<file path="config.mk">
export PLATFORM = sky130hd
export DESIGN_NAME = imem_arbiter
export DESIGN_NICKNAME = d
export VERILOG_FILES = /design/src/rtl/imem_arbiter.sv
export SDC_FILE = /design/constraint.sdc
export NUM_CORES = 1
export LEC_CHECK = 0
export CAP_MARGIN = 30
export CORE_MARGIN = 8
export CORE_UTILIZATION = 35
export DETAILED_ROUTE_END_ITERATION = 7
export GPL_TIMING_DRIVEN = 0
export PLACE_DENSITY = 0.89
export SYNTH_ARGS = -nofsm -noshare
export SYNTH_HDL_FRONTEND = slang
export SYNTH_SLANG_ARGS = --single-unit
</file>
<file path="constraint.sdc">
create_clock -name clk -period 2.5 [get_ports clk]
set_input_delay 0.5 -clock clk [delete_from_list [all_inputs] [get_ports clk]]
set_output_delay 0.5 -clock clk [all_outputs]
set_load 0.02 [all_outputs]
</file>
<file path="src/rtl/imem_arbiter.sv">
// rtl/imem_arbiter.sv - single-port instruction memory arbiter between fetch and loader
// Loader wins contention until fetch has been denied STARVE_LIMIT cycles in a row.
module imem_arbiter #(
  parameter int RAM_SIZE     = 256,
  parameter int STARVE_LIMIT = 4,
  localparam int AW          = $clog2(RAM_SIZE)
) (
  input  logic          clk,
  input  logic          rst_n,

  input  logic          if_req,
  input  logic [AW-1:0] if_addr,
  output logic          if_gnt,
  output logic          if_rvalid,
  output logic [31:0]   if_rdata,
  output logic          stall_if,

  input  logic          ld_req,
  input  logic          ld_we,
  input  logic [AW-1:0] ld_addr,
  input  logic [31:0]   ld_wdata,
  output logic          ld_gnt,
  output logic          ld_rvalid,
  output logic [31:0]   ld_rdata,

  output logic [AW-1:0] mem_addr,
  output logic          mem_we,
  output logic [31:0]   mem_wdata,
  input  logic [31:0]   mem_rdata
);

  localparam logic [3:0] LIMIT = 4'(STARVE_LIMIT);

  logic [3:0] starve_cnt;
  logic       fetch_first;

  assign fetch_first = (starve_cnt == LIMIT);

  // Grants are masked by rst_n so nothing reaches memory while reset is held.
  always_comb begin
    ld_gnt = rst_n & ld_req & ~(if_req & fetch_first);
    if_gnt = rst_n & if_req & ~ld_gnt;
  end

  assign stall_if  = rst_n & if_req & ~if_gnt;
  assign mem_addr  = ld_gnt ? ld_addr : if_addr;
  assign mem_we    = ld_gnt & ld_we;
  assign mem_wdata = ld_wdata;

  always_ff @(posedge clk or negedge rst_n) begin
    if (!rst_n) begin
      starve_cnt <= 4'd0;
    end else if (if_req && !if_gnt) begin
      if (starve_cnt != LIMIT) starve_cnt <= starve_cnt + 4'd1;
    end else begin
      starve_cnt <= 4'd0;
    end
  end

  always_ff @(posedge clk or negedge rst_n) begin
    if (!rst_n) begin
      if_rvalid <= 1'b0;
      if_rdata  <= 32'd0;
    end else begin
      if_rvalid <= if_gnt;
      if (if_gnt) if_rdata <= mem_rdata;
    end
  end

  always_ff @(posedge clk or negedge rst_n) begin
    if (!rst_n) begin
      ld_rvalid <= 1'b0;
      ld_rdata  <= 32'd0;
    end else begin
      ld_rvalid <= ld_gnt & ~ld_we;
      if (ld_gnt && !ld_we) ld_rdata <= mem_rdata;
    end
  end

endmodule

</file>
==> metrics.yaml, run 1 <==
post-route-drc-count: 0
worst_path_most_repeated_cell: "buf_6"
cap_violations: 0
via_per_inst: 4.62
wl_mm: 8.86
diodes: 0
min_period_ns: 2.48
wl_per_cell_um: 17.6
hold_path.class: "in -> async"
synth_cell_types: 23
synth_top_area_share_pct: 57.3
cts-hold-fix-buffers: 0
ys_ff_latch: 70
critPathMaxStageDelay_ns: 0.37
critPathMaxFanout: 5
num_vias: 2325
crit_family: "buffers and inverters"
max_freq_mhz: 404
syn_inst: 210
die_x_um: 109
ioPinCount: 195
grt_max_degree: 75
leakagePower_uw: 0.00223
startpoint_type: "flop"
cts_buffer_depth: 2
status: "finished clean"
fillers: 662
synth_fa_ha_area_share_pct: 0.818
seq_area_frac_synth_pct: 57.3
root_buffer: "clkbuf_8"
yosys.area_share.simple_pct: 2.58
clkLatencyLatePin_ns: 0.33
setup_violations: 0
cp.required_ns: 2.00
synthMuxAreaShare_pct: 26.5
timing.critical_path.buf_inv: 4
slew_violations: 0
antenna_found_initial: 0
track_usage_pct: 14.4
netlist_area_mm2: 0.00306
cp_data_arrival_time_ns: 1.98
ir_drop_mv: 0.458
syn_nets: 297
yosys_warnings: 0
drive_above_1_share_pct: 38.7
grt_overflow: 0
drt_pass1_iterations: 4
rsz0062_at_grt: "yes"
die_h_um: 109
p_per_area_mw_per_mm2: 733
period_share_pct: 99.1
tritoncts: "yes"
rows: 34
tns_ns: 0
drt_iter0_markers: 51
synth_area_per_cell_um2: 14.6
yosysTopAreaCell: "dfrtp_1"
synth_top_family_by_area: "multiplexers"
clk_pin_slew_ns: 0.08
grt_pass1_wl_mm: 13.5
start_util_pct: 35.6
synth_xor_area_share_pct: 0.286
slew_headroom_pct: 67.8
crit_chain: "inv_2 > ha_4 > and3b_2 > a21oi_2 > buf_4 > buf_6 > mux2_4 > buf_6"
fin_area_mm2: 0.00518
synth_compound_area_share_pct: 2.17
htree_num_levels: 3
synthTopCellsByArea: "dfrtp_1 (57%), mux2_2 (26%), buf_4 (8.6%)"
final_nets: 478
drtAntennaViolNets: 0
first_global_vias: 2638
cts_buffers: 9
core_region_area_mm2: 0.00859
area_growth_pct: 69.2
worstMarginPinSlew_ns: 0.481
dieArea_mm2: 0.0120
routabilityCongestion: 0.775
clock_skew_ns: 0.0108
path_class: "reg -> out"
r2r_setup_slack_ns: 0.27
dpl_cell_area_mm2: 0.00480
end_kind: "primary output"
crit_slowest_cell: "dfrtp_1"
hold_viol: 0
io_buffer_count: 161
hpwl_mm: 6.94
cts.sinks: 70
## flip-flops by register name, summed over array words and instances (netlist names)
signal	flops
ld_rvalid	1
if_rvalid	1
if_rdata	32
starve_cnt	4
ld_rdata	32
## report_power, final
part | switching, µW | internal [µW] | total (µW)
Clock | 415 | 657 | 1070
Combinational | 575 | 703 | 1280
Sequential | 107 | 1340 | 1450
Total | 1100 | 2700 | 3800
## cell usage in the layout (no fill, tap or decap), drive strengths merged, types with 3 or more instances in the layout
cell type	n
bufinv	3
buf	58
clkbuf	11
mux2	72
clkdlybuf4s50	147
o21ai	3
nand3	4
dfrtp	70
inv	3
## cell families (layout without fill, tap and decap cells)
family,Yosys count,count (layout)
mux,72,72
flops,70,70
buf+inv,43,228
simple gates,14,14
compound gates,8,8
fa+ha+maj,2,2
xor+xnor,1,1
## layout make-up
cell class | instances | area (µm²) | area share, %
timing repair buffer | 170 | 1690 | 32.6
clock inverter | 6 | 111 | 2.15
inverter | 3 | 11.3 | 0.217
sequential | 70 | 1750 | 33.8
buffer | 40 | 313 | 6.04
multi-input combinational | 97 | 1040 | 20.2
clock buffer | 9 | 124 | 2.39
tap | 108 | 135 | 2.61
## final timing paths
path	startpoint	depth (start not counted)	endpoint
min in group clk	if_req	3	starve_cnt[3]
max in group asynchronous	rst_n	1	ld_rdata[28]
setup reg to reg	starve_cnt[0]	8	ld_rdata[3]
setup / recovery	starve_cnt[0]	8	mem_addr[0]
hold reg to reg	if_rdata[21]	1	if_rdata[21]
hold / removal	rst_n	1	ld_rdata[8]
## synthesized netlist by cell type
library cell	number
mux2_2	71
dfrtp_1	70
buf_4	35
nand3_1	4
buf_6	3
inv_1	3
o21ai_0	3
and2_1	2
buf_2	2
ha_1	2
nand2_1	2
nand2b_1	2
a211oi_4	1
a21oi_1	1
a21oi_2	1
a311oi_1	1
and3b_1	1
mux2_1	1
nand3b_1	1
nand4_1	1
nor2_1	1
o2111ai_1	1
xor2_1	1
## routing by layer
layer | up-vias | part of all wire, % | global-route usage (%)
li1 | 1055 | - | -
met1 | 1138 | 37 | 14.8
met2 | 121 | 50 | 25.4
met3 | 11 | 12 | 6.92
met4 | 0 | 1.3 | 4.73
met5 | - | 0 | 0
## per-stage QoR
step	utilization, %	setup slack [ns]	power, µW	instances	hold WS, ns
6_report	60.3	0.0223	3800	503	0.0591
5_1_grt	60.3	-0.0503	3970	503	0.0559
4_1_cts	59.7	-0.0486	3830	501	0.0554
3_5_place_dp	55.9	-0.936	2730	479	0.495
3_3_place_gp	55.9	-3.19	2690	479	0.471
2_1_floorplan	-	0.287	2040	210	0.204
## repair_timing
action | in CTS | in global routing
resized for setup | 63 | 17
setup buffers | 6 | 3
setup endpoints to repair | 12 | 11
cloned | 1 | 0
pin swaps | 3 | 1
No activity file was read; power rests on OpenSTA's default activity.
==> inputs of run 2 (changes only) <==
--- a/config.mk
+++ b/config.mk
@@ -10,7 +10,8 @@
 export CORE_UTILIZATION = 35
 export DETAILED_ROUTE_END_ITERATION = 7
 export GPL_TIMING_DRIVEN = 0
-export PLACE_DENSITY = 0.89
+export PLACE_DENSITY = 0.78
+export SLEW_MARGIN = 20
 export SYNTH_ARGS = -nofsm -noshare
 export SYNTH_HDL_FRONTEND = slang
 export SYNTH_SLANG_ARGS = --single-unit
==> metrics.yaml, run 2 (synthesized netlist as in run 1, its figures left out) <==
status: "finished clean"
diodes: 0
multiInputGateArea_mm2: 0.00105
r2r_start: "starve_cnt[0]"
wl_mm: 8.60
use_met2_pct: 24.8
period_share_pct: 97.5
hold_viol: 0
largestRegisters: "if_rdata: 32 flops, ld_rdata: 32 flops, starve_cnt: 4 flops"
ir_drop_mv: 0.405
worstMarginPinSlew_ns: 0.483
root_buffer: "clkbuf_8"
min_period_ns: 2.44
max_freq_mhz: 410
r2r_setup_slack_ns: 0.40
io_buffer_count: 161
slew_violations: 0
drt_pass1_iterations: 4
hold_path.class: "in -> async"
routabilityCongestion: 0.693
fillers: 701
grtUsageMet1_pct: 14.2
startpoint_type: "flop"
p_per_area_mw_per_mm2: 704
die_h_um: 109
grt_busiest_layer: "met2"
critPathMaxFanout: 5
rows: 34
cp.required_ns: 2.00
cts_buffers: 9
track_usage_pct: 13.9
setup_ws_ns: 0.0637
clk_pin_slew_ns: 0.07
critPathMaxStageDelay_ns: 0.36
post-route-drc-count: 0
core_region_area_mm2: 0.00859
pre_cts_ws_ns: -0.546
final_common_cell: "clkdlybuf4s50_1"
setup_violations: 0
r2r_cells: 7
drt_iter0_markers: 40
grt_max_degree: 41
worst_path_most_repeated_cell: "buf_6"
leakagePower_uw: 0.00221
end_kind: "primary output"
crit_slowest_cell: "dfrtp_1"
dieArea_mm2: 0.0120
antenna_found_initial: 0
cap_violations: 0
cp_data_arrival_time_ns: 1.94
fin_area_mm2: 0.00516
dpl_cell_area_mm2: 0.00482
grt_pass1_wl_mm: 13.2
crit_chain: "inv_2 > ha_4 > and3b_2 > a21oi_4 > buf_6 > mux2_4 > buf_6"
grt_overflow: 0
via_per_inst: 4.63
clock_skew_ns: 0.0143
cts_buffer_depth: 2
wl_per_cell_um: 17.2
path_class: "reg -> out"
first_global_vias: 2517
htree_num_levels: 3
start_util_pct: 35.6
slew_headroom_pct: 67.7
num_vias: 2313
drtAntennaViolNets: 0
clkLatencyLatePin_ns: 0.33
whs_ns: 0.0666
r2r_end: "ld_rdata[14]"
area_growth_pct: 68.7
hpwl_mm: 6.76
drive_above_1_share_pct: 37.8
mostFrequentLayoutCells: "clkdlybuf4s50_1 (147), dfrtp_1 (70), mux2_2 (63), buf_4 (40), buf_6 (15)"
grtUsageMet3_pct: 6.51
die_x_um: 109
seqCellArea_mm2: 0.00175
cts.sinks: 70
final_nets: 477
tritoncts: "yes"
rsz0062_at_grt: "yes"
ioPinCount: 195
-- run 2: cell count changes in the layout (fill, tap and decap cells not counted), moves of 2 or more --
| cell | previous run | this run |
|---|---|---|
| buf_4 | 44 | 40 |
| buf_6 | 12 | 15 |
| bufinv_16 | 3 | 1 |
| clkbuf_2 | 2 | 0 |
| clkbuf_8 | 9 | 12 |
-- run 2: layout make-up --
class | instances | share of cell area (%)
Clock buffer | 12 | 3.20
Inverter | 3 | 0.218
Multi-Input combinational cell | 97 | 20.4
Buffer | 39 | 5.84
Timing Repair Buffer | 170 | 33.2
Sequential cell | 70 | 33.9
Clock inverter | 1 | 0.582
Tap cell | 108 | 2.62
-- run 2: per-layer routing --
metal  vias to the layer above  share of wire [%]
met5                         -                  0
met1                      1135                 35
met4                         0               0.77
li1                       1056                  -
met2                       115                 50
met3                         7                 14
-- run 2: where the power goes --
part,leakage [µW],switching (µW),internal [µW]
clock,0.000100,386,527
sequential,0.000837,103,1340
combinational,0.00127,572,705
-- run 2: critical path: cells and delay by family (launching register included) --
family / cells / cell delay [ns]
simple gates: 1 / 0.22
flops: 1 / 0.36
fa+ha+maj: 1 / 0.16
mux: 1 / 0.31
compound gates: 1 / 0.21
buf+inv: 3 / 0.35
-- run 2: per-stage QoR --
step | instances | total power (µW) | util [%] | setup TNS, ns
floorplan | 210 | 2040 | - | 0
global placement | 479 | 2700 | 55.9 | -319.02
detailed placement | 480 | 2730 | 56.1 | -5.53
CTS | 500 | 3670 | 59.0 | -0.277
global route | 500 | 3820 | 60.0 | 0
finish | 500 | 3630 | 60.0 | 0
-- run 2: how the worst max path moves through the flow --
stage                   to  depth (start not counted)           from  slack [ns]
5_1_grt        mem_addr[4]                          7  starve_cnt[0]       0.003
2_1_floorplan  mem_addr[0]                          6  starve_cnt[0]        0.29
6_report       mem_addr[4]                          7  starve_cnt[0]        0.06
3_3_place_gp   mem_addr[4]                          6          rst_n       -3.29
3_5_place_dp   mem_addr[4]                          6         ld_req       -0.55
4_1_cts        mem_addr[1]                          8  starve_cnt[0]       -0.06
-- run 2: what timing repair did --
action,in CTS,in global routing
buffers inserted,6,2
resized for setup,53,28
gates cloned,1,0
endpoints found under the hold margin,0,0
setup endpoints to repair,12,11
hold buffers,0,0
pin swaps,3,2
